$ cat src/rtl/swg_pkg.sv
// Shared types and helpers for the SWG loop address generator.
// Holds the controller state encoding, the address-width helper and the
// index helper used to slice the packed per-level configuration vectors.
package swg_pkg;

  typedef enum logic [0:0] {
    IDLE = 1'b0,
    RUN  = 1'b1
  } ctrl_state_e;

  // Address width for a buffer of n entries, never narrower than one bit.
  function automatic int clog2_min1(input int n);
    return (n <= 2) ? 1 : $clog2(n);
  endfunction

  // Low bit index of level k inside a packed vector of w-bit fields.
  function automatic int slice_lo(input int k, input int w);
    return k * w;
  endfunction

endpackage

$ cat src/rtl/swg_mod_adder.sv
// Purpose : combinational (ptr + signed incr) mod DEPTH for a non-power-of-two buffer.
// Latency : purely combinational, no state.
// Backpr. : none; the caller decides when to register sum_o.
// Ports   : ptr_i (current pointer, < DEPTH), incr_i (signed step, |incr| < DEPTH),
//           sum_o (wrapped pointer).
module swg_mod_adder
  import swg_pkg::*;
#(
  parameter int WIDTH = 16,
  parameter int DEPTH = 64
) (
  input  logic [clog2_min1(DEPTH)-1:0] ptr_i,
  input  logic [WIDTH-1:0]             incr_i,
  output logic [clog2_min1(DEPTH)-1:0] sum_o
);

  localparam int AW = clog2_min1(DEPTH);
  // Two guard bits over the wider operand hold both the carry past DEPTH
  // and the sign of an underflow.
  localparam int SW = ((WIDTH > AW) ? WIDTH : AW) + 2;
  localparam logic signed [SW-1:0] DEPTH_S = SW'(DEPTH);

  logic signed [SW-1:0] sum_s;
  logic signed [SW-1:0] fix_s;
  logic                 unused_hi;

  always_comb begin
    sum_s = $signed({{(SW-AW){1'b0}}, ptr_i}) +
            $signed({{(SW-WIDTH){incr_i[WIDTH-1]}}, incr_i});
    fix_s = sum_s;
    // One correction is enough because |incr| < DEPTH.
    if (sum_s[SW-1]) begin
      fix_s = sum_s + DEPTH_S;
    end else if (sum_s >= DEPTH_S) begin
      fix_s = sum_s - DEPTH_S;
    end
  end

  assign sum_o     = fix_s[AW-1:0];
  assign unused_hi = ^fix_s[SW-1:AW];

endmodule

$ cat src/rtl/swg_loop_addr_gen.sv
// Purpose : N-level nested-loop read-address generator for the SWG cyclic buffer.
// Latency : first beat the cycle after start is sampled; one beat per cycle thereafter.
// Backpr. : addr_ready low holds addr/addr_valid/addr_last/frame_last stable.
// Ports   : start/busy/done frame control; cfg_valid/cfg_ready/cfg_iter/cfg_incr/cfg_tail
//           configuration load (IDLE only); addr_valid/addr_ready/addr/addr_last/frame_last
//           address stream. Level 0 is the innermost loop.
// Build   : define SWG_RUNTIME_CFG_EN to get runtime-loadable shadow configuration;
//           otherwise the DEFAULT_* parameters are the fixed loop configuration.
module swg_loop_addr_gen
  import swg_pkg::*;
#(
  parameter int NUM_LOOPS  = 5,
  parameter int CNT_WIDTH  = 16,
  parameter int INCR_WIDTH = 16,
  parameter int DEPTH      = 64,
  parameter logic [NUM_LOOPS*CNT_WIDTH-1:0]  DEFAULT_ITER = '1,
  parameter logic [NUM_LOOPS*INCR_WIDTH-1:0] DEFAULT_INCR = '0,
  parameter logic [INCR_WIDTH-1:0]           DEFAULT_TAIL = '0
) (
  input  logic                            clk,
  input  logic                            rst_n,
  input  logic                            start,
  output logic                            busy,
  output logic                            done,
  input  logic                            cfg_valid,
  output logic                            cfg_ready,
  input  logic [NUM_LOOPS*CNT_WIDTH-1:0]  cfg_iter,
  input  logic [NUM_LOOPS*INCR_WIDTH-1:0] cfg_incr,
  input  logic [INCR_WIDTH-1:0]           cfg_tail,
  output logic                            addr_valid,
  input  logic                            addr_ready,
  output logic [clog2_min1(DEPTH)-1:0]    addr,
  output logic [NUM_LOOPS-1:0]            addr_last,
  output logic                            frame_last
);

  localparam int AW = clog2_min1(DEPTH);

  ctrl_state_e                          state_q, state_d;
  logic                                 done_q, done_d;
  logic [NUM_LOOPS-1:0][CNT_WIDTH-1:0]  cnt_q, cnt_d;
  logic [AW-1:0]                        ptr_q, ptr_d, ptr_sum;

  logic [NUM_LOOPS*CNT_WIDTH-1:0]       iter_w;
  logic [NUM_LOOPS*INCR_WIDTH-1:0]      incr_w;
  logic [INCR_WIDTH-1:0]                tail_w;

  logic [CNT_WIDTH-1:0]                 iter_k;
  logic [NUM_LOOPS-1:0]                 lvl_fin;    // level k on its final iteration
  logic [NUM_LOOPS-1:0]                 below_fin;  // all levels below k final
  logic [NUM_LOOPS-1:0]                 last_run;   // levels 0..k all final
  logic                                 run_acc;
  logic [INCR_WIDTH-1:0]                step;
  logic                                 accept;
  logic                                 final_beat;

  // ---------------------------------------------------------------------------
  // Loop configuration source
  // ---------------------------------------------------------------------------
`ifdef SWG_RUNTIME_CFG_EN
  logic [NUM_LOOPS*CNT_WIDTH-1:0]  iter_q;
  logic [NUM_LOOPS*INCR_WIDTH-1:0] incr_q;
  logic [INCR_WIDTH-1:0]           tail_q;

  assign cfg_ready = (state_q == IDLE);

  // Loading on the same edge that samples start lets that frame use the new values.
  always_ff @(posedge clk or negedge rst_n) begin
    if (!rst_n) begin
      iter_q <= DEFAULT_ITER;
      incr_q <= DEFAULT_INCR;
      tail_q <= DEFAULT_TAIL;
    end else if (cfg_valid && cfg_ready) begin
      iter_q <= cfg_iter;
      incr_q <= cfg_incr;
      tail_q <= cfg_tail;
    end
  end

  assign iter_w = iter_q;
  assign incr_w = incr_q;
  assign tail_w = tail_q;
`else
  logic unused_cfg;

  assign cfg_ready  = 1'b0;
  assign unused_cfg = ^{cfg_valid, cfg_iter, cfg_incr, cfg_tail};
  assign iter_w     = DEFAULT_ITER;
  assign incr_w     = DEFAULT_INCR;
  assign tail_w     = DEFAULT_TAIL;
`endif

  // ---------------------------------------------------------------------------
  // Per-level final-iteration detection
  // ---------------------------------------------------------------------------
  always_comb begin
    iter_k    = '0;
    lvl_fin   = '0;
    below_fin = '0;
    last_run  = '0;
    run_acc   = 1'b1;
    for (int k = 0; k < NUM_LOOPS; k++) begin
      iter_k = iter_w[slice_lo(k, CNT_WIDTH) +: CNT_WIDTH];
      if (iter_k == '0) begin
        iter_k = CNT_WIDTH'(1);   // a zero count behaves as a single iteration
      end
      lvl_fin[k]   = (cnt_q[k] == iter_k - CNT_WIDTH'(1));
      below_fin[k] = run_acc;
      run_acc      = run_acc & lvl_fin[k];
      last_run[k]  = run_acc;
    end
  end

  assign final_beat = last_run[NUM_LOOPS-1];
  assign busy       = (state_q == RUN);
  assign addr_valid = busy;
  assign accept     = addr_valid && addr_ready;
  assign addr       = ptr_q;
  assign addr_last  = busy ? last_run : '0;
  assign frame_last = addr_last[NUM_LOOPS-1];
  assign done       = done_q;

  // The advancing level is the lowest non-final one; on the final beat the
  // frame-to-frame tail step is used instead.
  always_comb begin
    step = tail_w;
    if (!final_beat) begin
      for (int k = 0; k < NUM_LOOPS; k++) begin
        if (below_fin[k] && !lvl_fin[k]) begin
          step = incr_w[slice_lo(k, INCR_WIDTH) +: INCR_WIDTH];
        end
      end
    end
  end

  swg_mod_adder #(
    .WIDTH (INCR_WIDTH),
    .DEPTH (DEPTH)
  ) u_mod_adder (
    .ptr_i  (ptr_q),
    .incr_i (step),
    .sum_o  (ptr_sum)
  );

  // ---------------------------------------------------------------------------
  // Controller
  // ---------------------------------------------------------------------------
  always_comb begin
    state_d = state_q;
    done_d  = 1'b0;
    cnt_d   = cnt_q;
    ptr_d   = ptr_q;
    case (state_q)
      IDLE: begin
        if (start) begin
          state_d = RUN;
          cnt_d   = '0;
        end
      end
      RUN: begin
        if (accept) begin
          ptr_d = ptr_sum;
          // Levels below the advancing one wrap to 0, the advancing one counts
          // up, higher ones hold. On the final beat every level wraps.
          for (int k = 0; k < NUM_LOOPS; k++) begin
            if (below_fin[k]) begin
              cnt_d[k] = lvl_fin[k] ? '0 : cnt_q[k] + CNT_WIDTH'(1);
            end
          end
          if (final_beat) begin
            state_d = IDLE;
            done_d  = 1'b1;
          end
        end
      end
      default: state_d = IDLE;
    endcase
  end

  always_ff @(posedge clk or negedge rst_n) begin
    if (!rst_n) begin
      state_q <= IDLE;
      done_q  <= 1'b0;
      cnt_q   <= '0;
      ptr_q   <= '0;
    end else begin
      state_q <= state_d;
      done_q  <= done_d;
      cnt_q   <= cnt_d;
      ptr_q   <= ptr_d;
    end
  end

endmodule

$ cat config.mk
export PLATFORM = sky130hd
export DESIGN_NAME = swg_loop_addr_gen
export DESIGN_NICKNAME = d
export VERILOG_FILES = /design/src/rtl/swg_pkg.sv /design/src/rtl/swg_mod_adder.sv /design/src/rtl/swg_loop_addr_gen.sv
export SDC_FILE = /design/constraint.sdc
export NUM_CORES = 1
export LEC_CHECK = 0
export CORE_MARGIN = 3
export CORE_UTILIZATION = 35
export DETAILED_ROUTE_END_ITERATION = 8
export PLACE_DENSITY_LB_ADDON = 0.3
export SETUP_SLACK_MARGIN = 0.4
export SKIP_CTS_REPAIR_TIMING = 1
export SLEW_MARGIN = 15
export SYNTH_ARGS = -nofsm -noshare
export SYNTH_HDL_FRONTEND = slang
export SYNTH_HIERARCHICAL = 1
export SYNTH_SLANG_ARGS = --single-unit
$ cat constraint.sdc
create_clock -name clk -period 2.8 [get_ports clk]
set_input_delay 0.42 -clock clk [delete_from_list [all_inputs] [get_ports clk]]
set_output_delay 0.42 -clock clk [all_outputs]
set_load 0.05 [all_outputs]
==> flow_metrics.tcl <==
set metrics [dict create \
    status "finished clean" \
    synth-edff-count 0 \
    finalHoldViolations 0 \
    ys.flop_type "dfrtp_1" \
    path_cells "inv_2 > ha_4 > nand4_1 > nor4_4 > and3_4 > and3_4 > buf_12" \
    multi_input_area_mm2 0.00310 \
    rsz0062_at_grt "true" \
    drv_cap 0 \
    setup_violations 0 \
    path_common_cell "and3_4" \
    via_count 4735 \
    cp_top_family "simple AND/OR/NAND/NOR gates" \
    relSlewSlack_pct 31.6 \
    fmax_mhz 385 \
    endpoint_kind "output pin" \
    die_h_um 128 \
    grt_pass1_wl_um 21900 \
    grt_usage_pct 16.2 \
    initial_core_util_pct 36.5 \
    dpl_cell_area_mm2 0.00580 \
    drt_iter0_drc 308 \
    clock_latency_ns 0.34 \
    hp-class "primary input to asynchronous set/reset pin" \
    rows 43 \
    avgSynthCellArea_um2 9.41 \
    route.detailed.drc 0 \
    slew_viol_final 0 \
    slowest_delay_ns 0.43 \
    async_flop_share_pct 100 \
    cts.sinks 88 \
    area_growth_pct 24.5 \
    ys_types 63 \
    diodes 0 \
    ys_seq_area_share_pct 42.5 \
    fin_nets 808 \
    path_class "flop to output pin" \
    ant_nets 0 \
    tightest_slew_ns 0.998 \
    drt_wl_total_um 13300 \
    cts_buffer_depth 2 \
    worstSetupStartpointType "flop" \
    r2r_setup_slack_ns 0.42 \
    ir_drop_mv 0.405 \
    antenna_found_initial 0 \
    dpl.hpwl_um 8860 \
    die_w_um 128 \
    synth_area_mm2 0.00519 \
    wl_met3_um 552 \
    yosysWarnings 6 \
    highest_layer "met4" \
    mostFrequentLayoutCell "dfrtp_1" \
    rr_startpoint "cnt_q[16]" \
    pin_count 197 \
    finalCritPeriodShare_pct 92.8 \
    synth_cells 551 \
    r2r_cells 9 \
    crit_start "cnt_q[0]" \
    cts-root-buf "clkbuf_16" \
    vias_per_cell 5.96 \
    critical_path_required_ns 2.38 \
    cts_tree "yes" \
    coreArea_mm2 0.0142 \
    cts_buffers 9 \
    clk_pin_slew_worst_paths_ns 0.06 \
    grt-ovfl-total 0 \
    met1Wirelength_um 6180 \
    postLayoutCoreUtil_pct 45.5 \
    nFillCells 1369 \
    routedWlPerCell_um 16.8 \
    path_max_fanout 4 \
    leakagePower_nw 2.54 \
    dieArea_mm2 0.0163 \
    clock_skew_ns 0.00551 \
    synth.ff_latch_count 88 \
    fin_area_mm2 0.00646 \
    layout-drive-gt1-share_pct 21.5 \
    period_minus_slack_ns 2.60 \
    final_cell_mix "dfrtp_1, o31ai_1, buf_4" \
    grt_pass1_vias 4567 \
    htree_levels 3 \
    register_area_mm2 0.00221 \
    critPathArrivalTime_ns 2.18 \
    reg2reg_to "cnt_q[45]" \
    worst-path-buf-inv 2 \
    grt_max_degree 41 \
    slowest_stage "dfrtp_2" \
    wl_met2_um 6470 \
    drtPass1Iterations 5 \
    pwr_density_cell_mw_per_mm2 509 \
    gp_congestion 0.822 \
    io_buffers 18 \
]
[cell usage after synthesis, types with 2 or more instances]
library cell / instances / area, um^2
mux2i_1: 2 / 20.0
and3_1: 13 / 81.3
nand4_2: 2 / 25.0
nor2b_1: 6 / 37.5
o22a_1: 2 / 17.5
and4_1: 5 / 43.8
ha_1: 15 / 188
xnor2_1: 11 / 96.3
buf_4: 3 / 22.5
o2bb2ai_1: 2 / 17.5
nor4_1: 9 / 56.3
a21o_1: 5 / 37.5
and2_1: 5 / 31.3
clkbuf_1: 15 / 56.3
o41ai_2: 3 / 48.8
nand2_1: 39 / 146
mux2_2: 7 / 78.8
xor2_1: 6 / 52.6
dfrtp_1: 88 / 2200
a211oi_1: 6 / 45.0
o31ai_1: 48 / 360
nand3_1: 38 / 190
a21oi_1: 25 / 125
buf_2: 5 / 25.0
nor3_1: 8 / 40.0
nand4_1: 23 / 144
o41ai_1: 14 / 123
inv_1: 14 / 52.6
or4_1: 15 / 113
o22ai_1: 2 / 12.5
or3_1: 10 / 62.6
o21ai_0: 36 / 180
or2_2: 2 / 12.5
a31oi_1: 6 / 37.5
nor2_1: 30 / 113
nand2b_1: 4 / 25.0
[registers in the layout, summed over array words and instances, names as in the netlist]
register    cells
done            1
addr            6
addr_valid      1
cnt_q          80
[how the worst max path moves through the flow]
stage / to / slack (ns) / depth (start not counted)
6_report: addr_last[4] / 0.20 / 7
5_1_grt: addr_last[4] / 0.1 / 7
4_1_cts: addr_last[4] / -0.02 / 7
3_5_place_dp: cnt_q[6] / 0.18 / 6
3_3_place_gp: cnt_q[6] / 0.23 / 6
2_1_floorplan: addr_last[4] / -0.14 / 6
[logic make-up (layout without fill, tap and decap cells)]
kind of cell / Yosys count / count (layout) / share of synthesized area [%]
adders and majority gates: 16 / 16 / 4.00
muxes: 9 / 9 / 1.91
AOI/OAI and AO/OA: 166 / 168 / 22.5
other: 1 / 8 / 0.0723
xor gates and xnor gates: 17 / 17 / 2.87
buffers and inverters: 39 / 93 / 3.33
and+or+nand+nor: 215 / 215 / 22.8
DFF: 88 / 88 / 42.5
[metrics by stage]
step	setup TNS [ns]	worst slack, ns	cells	hold slack (ns)	power (mW)
CTS	-0.0416	-0.0211	771	0.0723	3.31
global route	0	0.0988	794	0.101	3.47
global placement	0	0.232	757	0.441	2.12
floorplan	-0.139	-0.139	558	0.124	1.94
detailed placement	0	0.184	757	0.454	2.15
finish	0	0.202	794	0.0701	3.29
[final cells by class]
cell class                 instances  share of cell area, %
tap                              180                   3.49
sequential                        88                   34.2
multi-input combinational        433                   48.0
timing repair buffer              65                   9.26
inverter                          14                  0.814
clock buffer                      14                   4.24
[power breakdown]
group	switching, mW	internal (mW)
combinational	0.381	0.293
sequential	0.111	1.37
clock	0.472	0.665
total	0.964	2.32
[metal layers]
layer	vias to the layer above	global-route usage, %
li1	2237	-
met5	-	0
met4	0	4.99
met1	2388	21.4
met2	100	26.3
met3	10	3.67
Note: power is estimated with default switching activity, not from simulation.
